$ cat src/rtl/mult_share_ctrl_if.sv
// Bus bundle between mult_share_ctrl, its requesters and the single shared multiplier.
// Latency: none; this file holds wires only.
// Backpressure: req_valid/req_ready on the request side, rsp_valid/rsp_ready on the response side.
interface mult_share_ctrl_if #(
  parameter int NREQ = 4,
  parameter int IDW  = 2
);
  // requester side
  logic [NREQ-1:0]      req_valid;
  logic [NREQ-1:0]      req_ready;
  logic [16*NREQ-1:0]   req_a;
  logic [16*NREQ-1:0]   req_b;
  // response side
  logic                 rsp_valid;
  logic                 rsp_ready;
  logic [IDW-1:0]       rsp_id;
  logic [31:0]          rsp_y;
  logic                 rsp_err;
  // multiplier side
  logic                 mul_start;
  logic [15:0]          mul_ain;
  logic [15:0]          mul_bin;
  logic                 mul_done;
  logic [31:0]          mul_yout;
  // status
  logic                 busy;

  // controller view
  modport master (
    input  req_valid, req_a, req_b, rsp_ready, mul_done, mul_yout,
    output req_ready, rsp_valid, rsp_id, rsp_y, rsp_err,
    output mul_start, mul_ain, mul_bin, busy
  );

  // requesters + multiplier view
  modport slave (
    output req_valid, req_a, req_b, rsp_ready, mul_done, mul_yout,
    input  req_ready, rsp_valid, rsp_id, rsp_y, rsp_err,
    input  mul_start, mul_ain, mul_bin, busy
  );
endinterface

$ cat src/rtl/mult_share_ctrl.sv
// Round-robin share of one 16-bit shift-add multiplier between NREQ requesters; product tagged with requester id.
// Latency: grant in cycle 0, mul_start from cycle 1, response one cycle after mul_done (cycle 19 with a 17-cycle multiplier).
// Backpressure: rsp_valid holds with mul_start low until rsp_ready; no grants while busy. Optional watchdog: MULT_SHARE_TIMEOUT_EN.
module mult_share_ctrl #(
  parameter int NREQ    = 4,
  parameter int IDW     = 2,
  parameter int TIMEOUT = 31
) (
  input  logic              clk,
  input  logic              rst,
  mult_share_ctrl_if.master bus
);

  // Parameter sanity: the id field must be able to name every requester.
  if (NREQ < 2 || NREQ > 8 || (1 << IDW) < NREQ || TIMEOUT < 1) begin : g_bad_param
    $error("mult_share_ctrl: illegal parameter set");
  end

  typedef enum logic [1:0] {
    ST_IDLE = 2'd0,
    ST_RUN  = 2'd1,
    ST_RESP = 2'd2
  } state_t;

  state_t            r_state;
  state_t            w_state_nxt;

  // arbitration
  logic [IDW-1:0]    r_ptr;
  logic [IDW-1:0]    w_gnt_idx;
  logic [IDW-1:0]    w_ptr_nxt;
  logic [IDW:0]      w_idx;
  logic [IDW:0]      w_ptr_inc;
  logic              w_any;
  logic [NREQ-1:0]   w_req_ready;

  // operand / result holding registers
  logic [15:0]       r_ain;
  logic [15:0]       r_bin;
  logic [15:0]       w_sel_a;
  logic [15:0]       w_sel_b;
  logic [IDW-1:0]    r_id;
  logic [31:0]       r_y;

  // FSM event strobes
  logic              w_grant_fire;
  logic              w_done_fire;
  logic              w_start;

`ifdef MULT_SHARE_TIMEOUT_EN
  // r_cnt counts RUN cycles already spent; it never passes TIMEOUT-1 because RUN is left there.
  localparam int CNTW = (TIMEOUT < 2) ? 1 : $clog2(TIMEOUT);
  logic [CNTW-1:0]   r_cnt;
  logic              r_err;
  logic              w_expire_fire;
`endif

  // Round-robin search: first valid requester at or above r_ptr, wrapping modulo NREQ.
  // Walking downward means the last hit written is the closest one to r_ptr.
  always_comb begin
    w_any     = 1'b0;
    w_gnt_idx = '0;
    w_idx     = '0;
    for (int j = NREQ - 1; j >= 0; j--) begin
      w_idx = {1'b0, r_ptr} + (IDW+1)'(j);
      if (w_idx >= (IDW+1)'(NREQ)) begin
        w_idx = w_idx - (IDW+1)'(NREQ);
      end
      if (bus.req_valid[w_idx[IDW-1:0]]) begin
        w_any     = 1'b1;
        w_gnt_idx = w_idx[IDW-1:0];
      end
    end
  end

  // Winner's operands and the pointer value that follows it.
  always_comb begin
    w_sel_a   = bus.req_a[{w_gnt_idx, 4'b0000} +: 16];
    w_sel_b   = bus.req_b[{w_gnt_idx, 4'b0000} +: 16];
    w_ptr_inc = {1'b0, w_gnt_idx} + (IDW+1)'(1);
    w_ptr_nxt = (w_ptr_inc >= (IDW+1)'(NREQ)) ? '0 : w_ptr_inc[IDW-1:0];
  end

  // State register.
  always_ff @(posedge clk) begin
    if (rst) begin
      r_state <= ST_IDLE;
    end else begin
      r_state <= w_state_nxt;
    end
  end

  // Next state and per-state strobes; mul_done only matters while in RUN.
  always_comb begin
    w_state_nxt   = r_state;
    w_req_ready   = '0;
    w_start       = 1'b0;
    w_grant_fire  = 1'b0;
    w_done_fire   = 1'b0;
`ifdef MULT_SHARE_TIMEOUT_EN
    w_expire_fire = 1'b0;
`endif
    case (r_state)
      ST_IDLE: begin
        if (w_any) begin
          w_req_ready  = {{(NREQ-1){1'b0}}, 1'b1} << w_gnt_idx;
          w_grant_fire = 1'b1;
          w_state_nxt  = ST_RUN;
        end
      end
      ST_RUN: begin
        w_start = 1'b1;
        if (bus.mul_done) begin
          // a real completion beats a watchdog expiry in the same cycle
          w_done_fire = 1'b1;
          w_state_nxt = ST_RESP;
        end
`ifdef MULT_SHARE_TIMEOUT_EN
        else if (r_cnt == CNTW'(TIMEOUT - 1)) begin
          w_expire_fire = 1'b1;
          w_state_nxt   = ST_RESP;
        end
`endif
      end
      ST_RESP: begin
        if (bus.rsp_ready) begin
          w_state_nxt = ST_IDLE;
        end
      end
      default: begin
        w_state_nxt = ST_IDLE;
      end
    endcase
  end

  // Grant bookkeeping: operands held stable for the multiplier, id and pointer advance on grant.
  always_ff @(posedge clk) begin
    if (rst) begin
      r_ptr <= '0;
      r_id  <= '0;
      r_ain <= '0;
      r_bin <= '0;
    end else if (w_grant_fire) begin
      r_ptr <= w_ptr_nxt;
      r_id  <= w_gnt_idx;
      r_ain <= w_sel_a;
      r_bin <= w_sel_b;
    end
  end

`ifdef MULT_SHARE_TIMEOUT_EN
  // Result capture: product on done, zero plus error flag on watchdog expiry.
  always_ff @(posedge clk) begin
    if (rst) begin
      r_y   <= '0;
      r_err <= 1'b0;
    end else if (w_done_fire) begin
      r_y   <= bus.mul_yout;
      r_err <= 1'b0;
    end else if (w_expire_fire) begin
      r_y   <= '0;
      r_err <= 1'b1;
    end
  end

  // Watchdog counter: cleared on the way into RUN, counts each RUN cycle.
  always_ff @(posedge clk) begin
    if (rst) begin
      r_cnt <= '0;
    end else if (w_grant_fire) begin
      r_cnt <= '0;
    end else if (r_state == ST_RUN) begin
      r_cnt <= r_cnt + CNTW'(1);
    end
  end

  assign bus.rsp_err = r_err;
`else
  // Result capture: product passes through untouched; without the watchdog RUN can only end on done.
  always_ff @(posedge clk) begin
    if (rst) begin
      r_y <= '0;
    end else if (w_done_fire) begin
      r_y <= bus.mul_yout;
    end
  end

  assign bus.rsp_err = 1'b0;
`endif

  assign bus.req_ready = w_req_ready;
  assign bus.mul_start = w_start;
  assign bus.mul_ain   = r_ain;
  assign bus.mul_bin   = r_bin;
  assign bus.rsp_valid = (r_state == ST_RESP);
  assign bus.rsp_id    = r_id;
  assign bus.rsp_y     = r_y;
  assign bus.busy      = (r_state != ST_IDLE);

endmodule

$ cat src/flat_wrapper.sv
// flat-port wrapper written by rule: the top's interface ports become plain ports
module mult_share_ctrl_flat 
#(
  parameter int NREQ    = 4,
  parameter int IDW     = 2,
  parameter int TIMEOUT = 31
)
  (clk, rst, bus_req_valid, bus_req_a, bus_req_b, bus_rsp_ready, bus_mul_done, bus_mul_yout, bus_req_ready, bus_rsp_valid, bus_rsp_id, bus_rsp_y, bus_rsp_err, bus_mul_start, bus_mul_ain, bus_mul_bin, bus_busy);
  mult_share_ctrl_if #(.NREQ(NREQ), .IDW(IDW)) bus_i ();
  input  logic clk;
  input  logic rst;
  input wire logic [$bits(bus_i.req_valid)-1:0] bus_req_valid;
  input wire logic [$bits(bus_i.req_a)-1:0] bus_req_a;
  input wire logic [$bits(bus_i.req_b)-1:0] bus_req_b;
  input wire logic [$bits(bus_i.rsp_ready)-1:0] bus_rsp_ready;
  input wire logic [$bits(bus_i.mul_done)-1:0] bus_mul_done;
  input wire logic [$bits(bus_i.mul_yout)-1:0] bus_mul_yout;
  output wire logic [$bits(bus_i.req_ready)-1:0] bus_req_ready;
  output wire logic [$bits(bus_i.rsp_valid)-1:0] bus_rsp_valid;
  output wire logic [$bits(bus_i.rsp_id)-1:0] bus_rsp_id;
  output wire logic [$bits(bus_i.rsp_y)-1:0] bus_rsp_y;
  output wire logic [$bits(bus_i.rsp_err)-1:0] bus_rsp_err;
  output wire logic [$bits(bus_i.mul_start)-1:0] bus_mul_start;
  output wire logic [$bits(bus_i.mul_ain)-1:0] bus_mul_ain;
  output wire logic [$bits(bus_i.mul_bin)-1:0] bus_mul_bin;
  output wire logic [$bits(bus_i.busy)-1:0] bus_busy;
  assign bus_i.req_valid = bus_req_valid;
  assign bus_i.req_a = bus_req_a;
  assign bus_i.req_b = bus_req_b;
  assign bus_i.rsp_ready = bus_rsp_ready;
  assign bus_i.mul_done = bus_mul_done;
  assign bus_i.mul_yout = bus_mul_yout;
  assign bus_req_ready = bus_i.req_ready;
  assign bus_rsp_valid = bus_i.rsp_valid;
  assign bus_rsp_id = bus_i.rsp_id;
  assign bus_rsp_y = bus_i.rsp_y;
  assign bus_rsp_err = bus_i.rsp_err;
  assign bus_mul_start = bus_i.mul_start;
  assign bus_mul_ain = bus_i.mul_ain;
  assign bus_mul_bin = bus_i.mul_bin;
  assign bus_busy = bus_i.busy;
  mult_share_ctrl #(.NREQ(NREQ), .IDW(IDW), .TIMEOUT(TIMEOUT)) u_core (.clk(clk), .rst(rst), .bus(bus_i));
endmodule
$ cat config.mk
export PLATFORM = sky130hd
export DESIGN_NAME = mult_share_ctrl_flat
export DESIGN_NICKNAME = d
export VERILOG_FILES = /design/src/rtl/mult_share_ctrl_if.sv /design/src/rtl/mult_share_ctrl.sv /design/src/flat_wrapper.sv
export SDC_FILE = /design/constraint.sdc
export NUM_CORES = 1
export LEC_CHECK = 0
export ABC_AREA = 0
export CORE_MARGIN = 4
export CORE_UTILIZATION = 39
export CTS_CLUSTER_SIZE = 10
export DETAILED_ROUTE_END_ITERATION = 10
export GPL_ROUTABILITY_DRIVEN = 1
export PLACE_DENSITY = 0.95
export SETUP_SLACK_MARGIN = 0.05
export SYNTH_ARGS = -nofsm -noshare
export SYNTH_HDL_FRONTEND = slang
export SYNTH_SLANG_ARGS = --single-unit
export TNS_END_PERCENT = 20
$ cat constraint.sdc
create_clock -name clk -period 3.27 [get_ports clk]
set_input_delay 0.327 -clock clk [delete_from_list [all_inputs] [get_ports clk]]
set_output_delay 0.327 -clock clk [all_outputs]
set_load 0.005 [all_outputs]
Word level (Yosys, flattened, before mapping)
Cells that the tools add are included.
Storage, ports and cells
  logic and storage cells: 66
  flip-flop bits (word level): 70
  bits of input ports: 168
  output and inout port bits: 74
Operators by class
  reduce and logical (&&, ||, !) cells: 3
  shifts and indexed selects: 3
  equal/unequal tests: 5
  mux-type cells: 32
  add/subtract/negate cells: 8
  order comparisons: 9
Operators with widths (number)
  $shiftx 64x7->16: 2
  $mux 2: 12
  $mux 1: 13
  $ge 3x3->1 const B: 4
  $lt 2x3->1 const B: 4
  $bmux 1 s2: 4
  $mux 4: 2
  $sub 2x1->2 const B: 4
  $add 2x1->3 const B: 2
  $add 2x2->3 const B: 2
  $pmux 2 s3: 1
  $ne 2x2->1 const B: 2
  $shl 1x2->4 const A: 1
  $ge 2x3->1 const B: 1
  $reduce_and 3->1: 1
  $eq 2x1->1 const B: 1
  $eq 2x2->1 const B: 1
  $logic_not 2->1: 1
  $ne 2x1->1 const B: 1
  $reduce_bool 2->1: 1

Longest topological paths before layout
  depth in word-level cells: 12
  depth in mapped cells: 8

Worst setup path before layout
Ideal clock, no wire load.
  path kind: flip-flop to output port
  start point: register u_core.r_ptr[1]
  end point: output port bus_req_ready[3]
  data arrival time: 1540 ps
  buffers on the path: 2
  slack: 1403 ps
  stages on the path, launching flop included: 8
  cell sequence: dfxtp_1 nand2_1 a221o_1 and2_1 buf_6 buf_2 ha_1 and3_1
Between the ends
  word-level cells in the longest chain between the ends: 12
  elaborated cells on any way between the ends: 34
  classes of those cells: 7 x add/sub; 4 x order compare; 1 x shift; 22 x mux
RTL lines
  start, declared: RTL line mult_share_ctrl.sv:29  | logic [IDW-1:0] r_ptr;
  start signal, assigned: RTL line mult_share_ctrl.sv:144  | r_ptr <= w_ptr_nxt;
  $add 2x2->3: RTL line mult_share_ctrl.sv:65  | w_idx = {1'b0, r_ptr} + (IDW+1)'(j);
  $ge 3x3->1 / $sub 2x1->2 (equally long branches): RTL line mult_share_ctrl.sv:66, mult_share_ctrl.sv:67
  $mux 2: RTL line mult_share_ctrl.sv:66  | if (w_idx >= (IDW+1)'(NREQ)) begin
  $bmux 1 s2: RTL line mult_share_ctrl.sv:69  | if (bus.req_valid[w_idx[IDW-1:0]]) begin
  $mux 1 (implied by the code): RTL line mult_share_ctrl.sv:69
  $mux 2 (4 in series): RTL line mult_share_ctrl.sv:69
  $shl 1x2->4: RTL line mult_share_ctrl.sv:106  | w_req_ready = {{(NREQ-1){1'b0}}, 1'b1} << w_gnt_idx;
  $mux 4 *: RTL line mult_share_ctrl.sv:105  | if (w_any) begin
  $mux 4 *: RTL line mult_share_ctrl.sv:103  | case (r_state)
  end, declared: RTL line flat_wrapper.sv:18  | output wire logic [$bits(bus_i.req_ready)-1:0] bus_req_ready;
Mark *: on every way between the ends. The rest lies on a longest branch, timed or not. The select of a mux whose other input is x is not followed.

Worst setup path after layout
  start point: input port bus_req_valid[2]
  end point: output port bus_req_ready[3]
Between the ends
  word-level cells in the longest chain between the ends: 9
  elaborated cells on any way between the ends: 19
  classes of those cells: 1 x shift; 18 x mux
RTL lines
  start, declared: RTL line flat_wrapper.sv:12  | input wire logic [$bits(bus_i.req_valid)-1:0] bus_req_valid;
  $bmux 1 s2: RTL line mult_share_ctrl.sv:69
  $mux 1 (implied by the code): RTL line mult_share_ctrl.sv:69
  $mux 2 (4 in series): RTL line mult_share_ctrl.sv:69
  $shl 1x2->4: RTL line mult_share_ctrl.sv:106
  $mux 4 *: RTL line mult_share_ctrl.sv:105
  $mux 4 *: RTL line mult_share_ctrl.sv:103
Marks and branches as above.

==> flow_summary.toml <==
[placement]
routabilityCongestion = 0.796
hpwl_mm = 10.1
port_buffers = 240
dpl_worst_slack_ns = 0.272
placed_cells = 778

[die]
die_h_um = 105
die_w_um = 105
rows = 35
die-area_mm2 = 0.0111
core_mm2 = 0.00924
io_pins = 242
start_util = 0.400

[power]
total_power_mw = 2.56
p_per_area_mw_per_mm2 = 407
leakage_nw = 2.32
ir_drop_uv = 202

[cts]
insertion_delay_ns = 0.33
numCtsBuffers = 9
cts_buffer_depth = 2
cts_hold_buf = 0
htreeDepth = 3
cts_tree = "done"
cts.sinks = 70
clockRootBuffer = "clkbuf_8"
path_clk_slew_ns = 0.07
cts_setup_buffers = 0
post_cts_resized = 0

[logic_synthesis]
ys_seq_area_frac = 0.379
synth.area.top_cells = "dfxtp_1 38%, nand2_1 11%, mux2i_1 8.9%"
synth-edff-count = 0
synth_seq_cells = 70
synth_area_mm2 = 0.00370
yosys_warnings = 0
yosysUniqueCellTypes = 33
synth_fp_nets = 613
synth_ff_type = "dfxtp_1"
synthCells = 444
synth_top_area_share = 0.379
async_flop_share = 0
syn_area_per_cell_um2 = 8.32
yosysTopAreaCell = "dfxtp_1"
synthTopCellsByCount = "106 x nand2_1, 70 x dfxtp_1, 37 x a21oi_1, 34 x and3_1, 33 x mux2i_1"
synth.most_common_cell = "nand2_1"

[critical_path]
start_kind = "primary input"
critical_path_peak_fanout = 21
crit_path_end_kind = "output port"
crit_required_ns = 2.94
cp_data_arrival_time_ns = 2.70
worstSetupPathType = "in2out"

[timing]
hold_ws_ns = 0.458
period_share = 0.925
tns_ns = 0
timing.final.ws_setup_ns = 0.244
setup_viol_count_final = 0
worst_clock_skew_ns = 0.0106
maxSlewViolCount = 0
fmaxAchievable_mhz = 330
maxSlewHeadroom = 0.268
worstMarginPinSlew_ns = 1.10
rsz0062_at_grt = "no"
hold_viol_final = 0
min_period_ns = 3.03

[grt]
grt_pass1_wl_mm = 20.6
grt_pass1_vias = 4171
grt.total_usage = 0.229
grt.overflow.total = 0
antenna_found_initial = 0
grt_max_degree = 65

[route]
wl_per_cell_um = 16.6
dr.first_iter.drc_count = 82
vias = 4109
ant_nets = 0
wl_mm = 13.2
vias_per_cell = 5.18
drc_errors = 0
firstDrtPassIters = 5

[job]
maxCapViolCount = 0

[finish]
multi_input_area_mm2 = 0.00209
regArea_mm2 = 0.00140
n_antenna_cell = 0
fillers = 681
fin_nets = 829
instances_no_fill = 793
syn2layout_area_growth_pct = 70.1
drive_above_1_share = 0.0889

[min_path]
hold_class = "reg2reg"

[status]
status = "complete, no violations"
## cells by family (layout without fill, tap and decap cells)
| logic type | Yosys count | after routing | synth area share |
|---|---|---|---|
| mux | 33 | 33 | 0.0894 |
| compound gates | 137 | 137 | 0.267 |
| simple gates | 159 | 159 | 0.200 |
| buf+inv | 43 | 263 | 0.0603 |
| fa+ha+maj | 1 | 1 | 0.00338 |
| other cells | 1 | 1 | 0.00101 |
| flops | 70 | 70 | 0.379 |
## routing by layer
layer / vias to the layer above / routed length [um] / part of all wire / GRT usage
met3: 21 / 1200 / 0.091 / 0.0778
met1: 1905 / 5080 / 0.39 / 0.248
li1: 1986 / - / - / -
met4: 0 / 293 / 0.022 / 0.0750
met5: - / 0 / 0 / 0
met2: 197 / 6600 / 0.50 / 0.414
## through the flow
stage,instance area (um2),util
5_1_grt,6290,0.680
4_1_cts,6290,0.680
3_3_place_gp,6100,0.660
6_report,6290,0.680
3_5_place_dp,6100,0.660
2_1_floorplan,3700,-
## state kept, by name, indices dropped and copies added, names as in the netlist
name                count
u_core.bus.rsp_y       32
u_core.bus.mul_ain     16
u_core.bus.mul_bin     16
u_core.bus.rsp_id       2
u_core.r_ptr            2
u_core.r_state          2
## power by group
part           internal [mW]  switching (mW)
clock                  0.347           0.334
sequential             0.946          0.0532
combinational          0.503           0.377
## worst paths after layout
path                        start                     to  slack [ns]  cells after the start
max              bus_req_valid[2]       bus_req_ready[3]        0.24                      7
min          u_core.bus.rsp_y[28]   u_core.bus.rsp_y[28]        0.46                      2
max reg2reg       u_core.r_ptr[1]  u_core.bus.mul_bin[6]        0.97                      5
min reg2reg  u_core.bus.rsp_y[28]   u_core.bus.rsp_y[28]        0.46                      2
## critical path, stage by stage
cell             delay [ns]
clkdlybuf4s50_1        0.52
nor2b_1                0.18
a221o_2                0.17
and2_2                 0.57
ha_1                   0.26
and3_1                 0.16
clkdlybuf4s50_1        0.50
## final cells by class
class | instances | area share
Clock buffer | 9 | 0.0197
Clock inverter | 6 | 0.0101
Inverter | 3 | 0.00179
Multi-Input combinational cell | 331 | 0.332
Sequential cell | 70 | 0.223
Tap cell | 129 | 0.0257
Timing Repair Buffer | 245 | 0.388
## layout by cell type, fill, tap and decap left out, types with 3 or more instances in the layout
master             n
clkdlybuf4s50_1  240
nand2_1          106
dfxtp_1           70
a21oi_1           37
and3_1            34
mux2i_1           33
o211ai_1          32
o21ai_2           30
a21boi_0          27
clkbuf_8           9
nor2b_1            5
a21boi_1           5
buf_4              5
nor2_1             4
inv_1              3
Power figures use the tool's default switching activity.
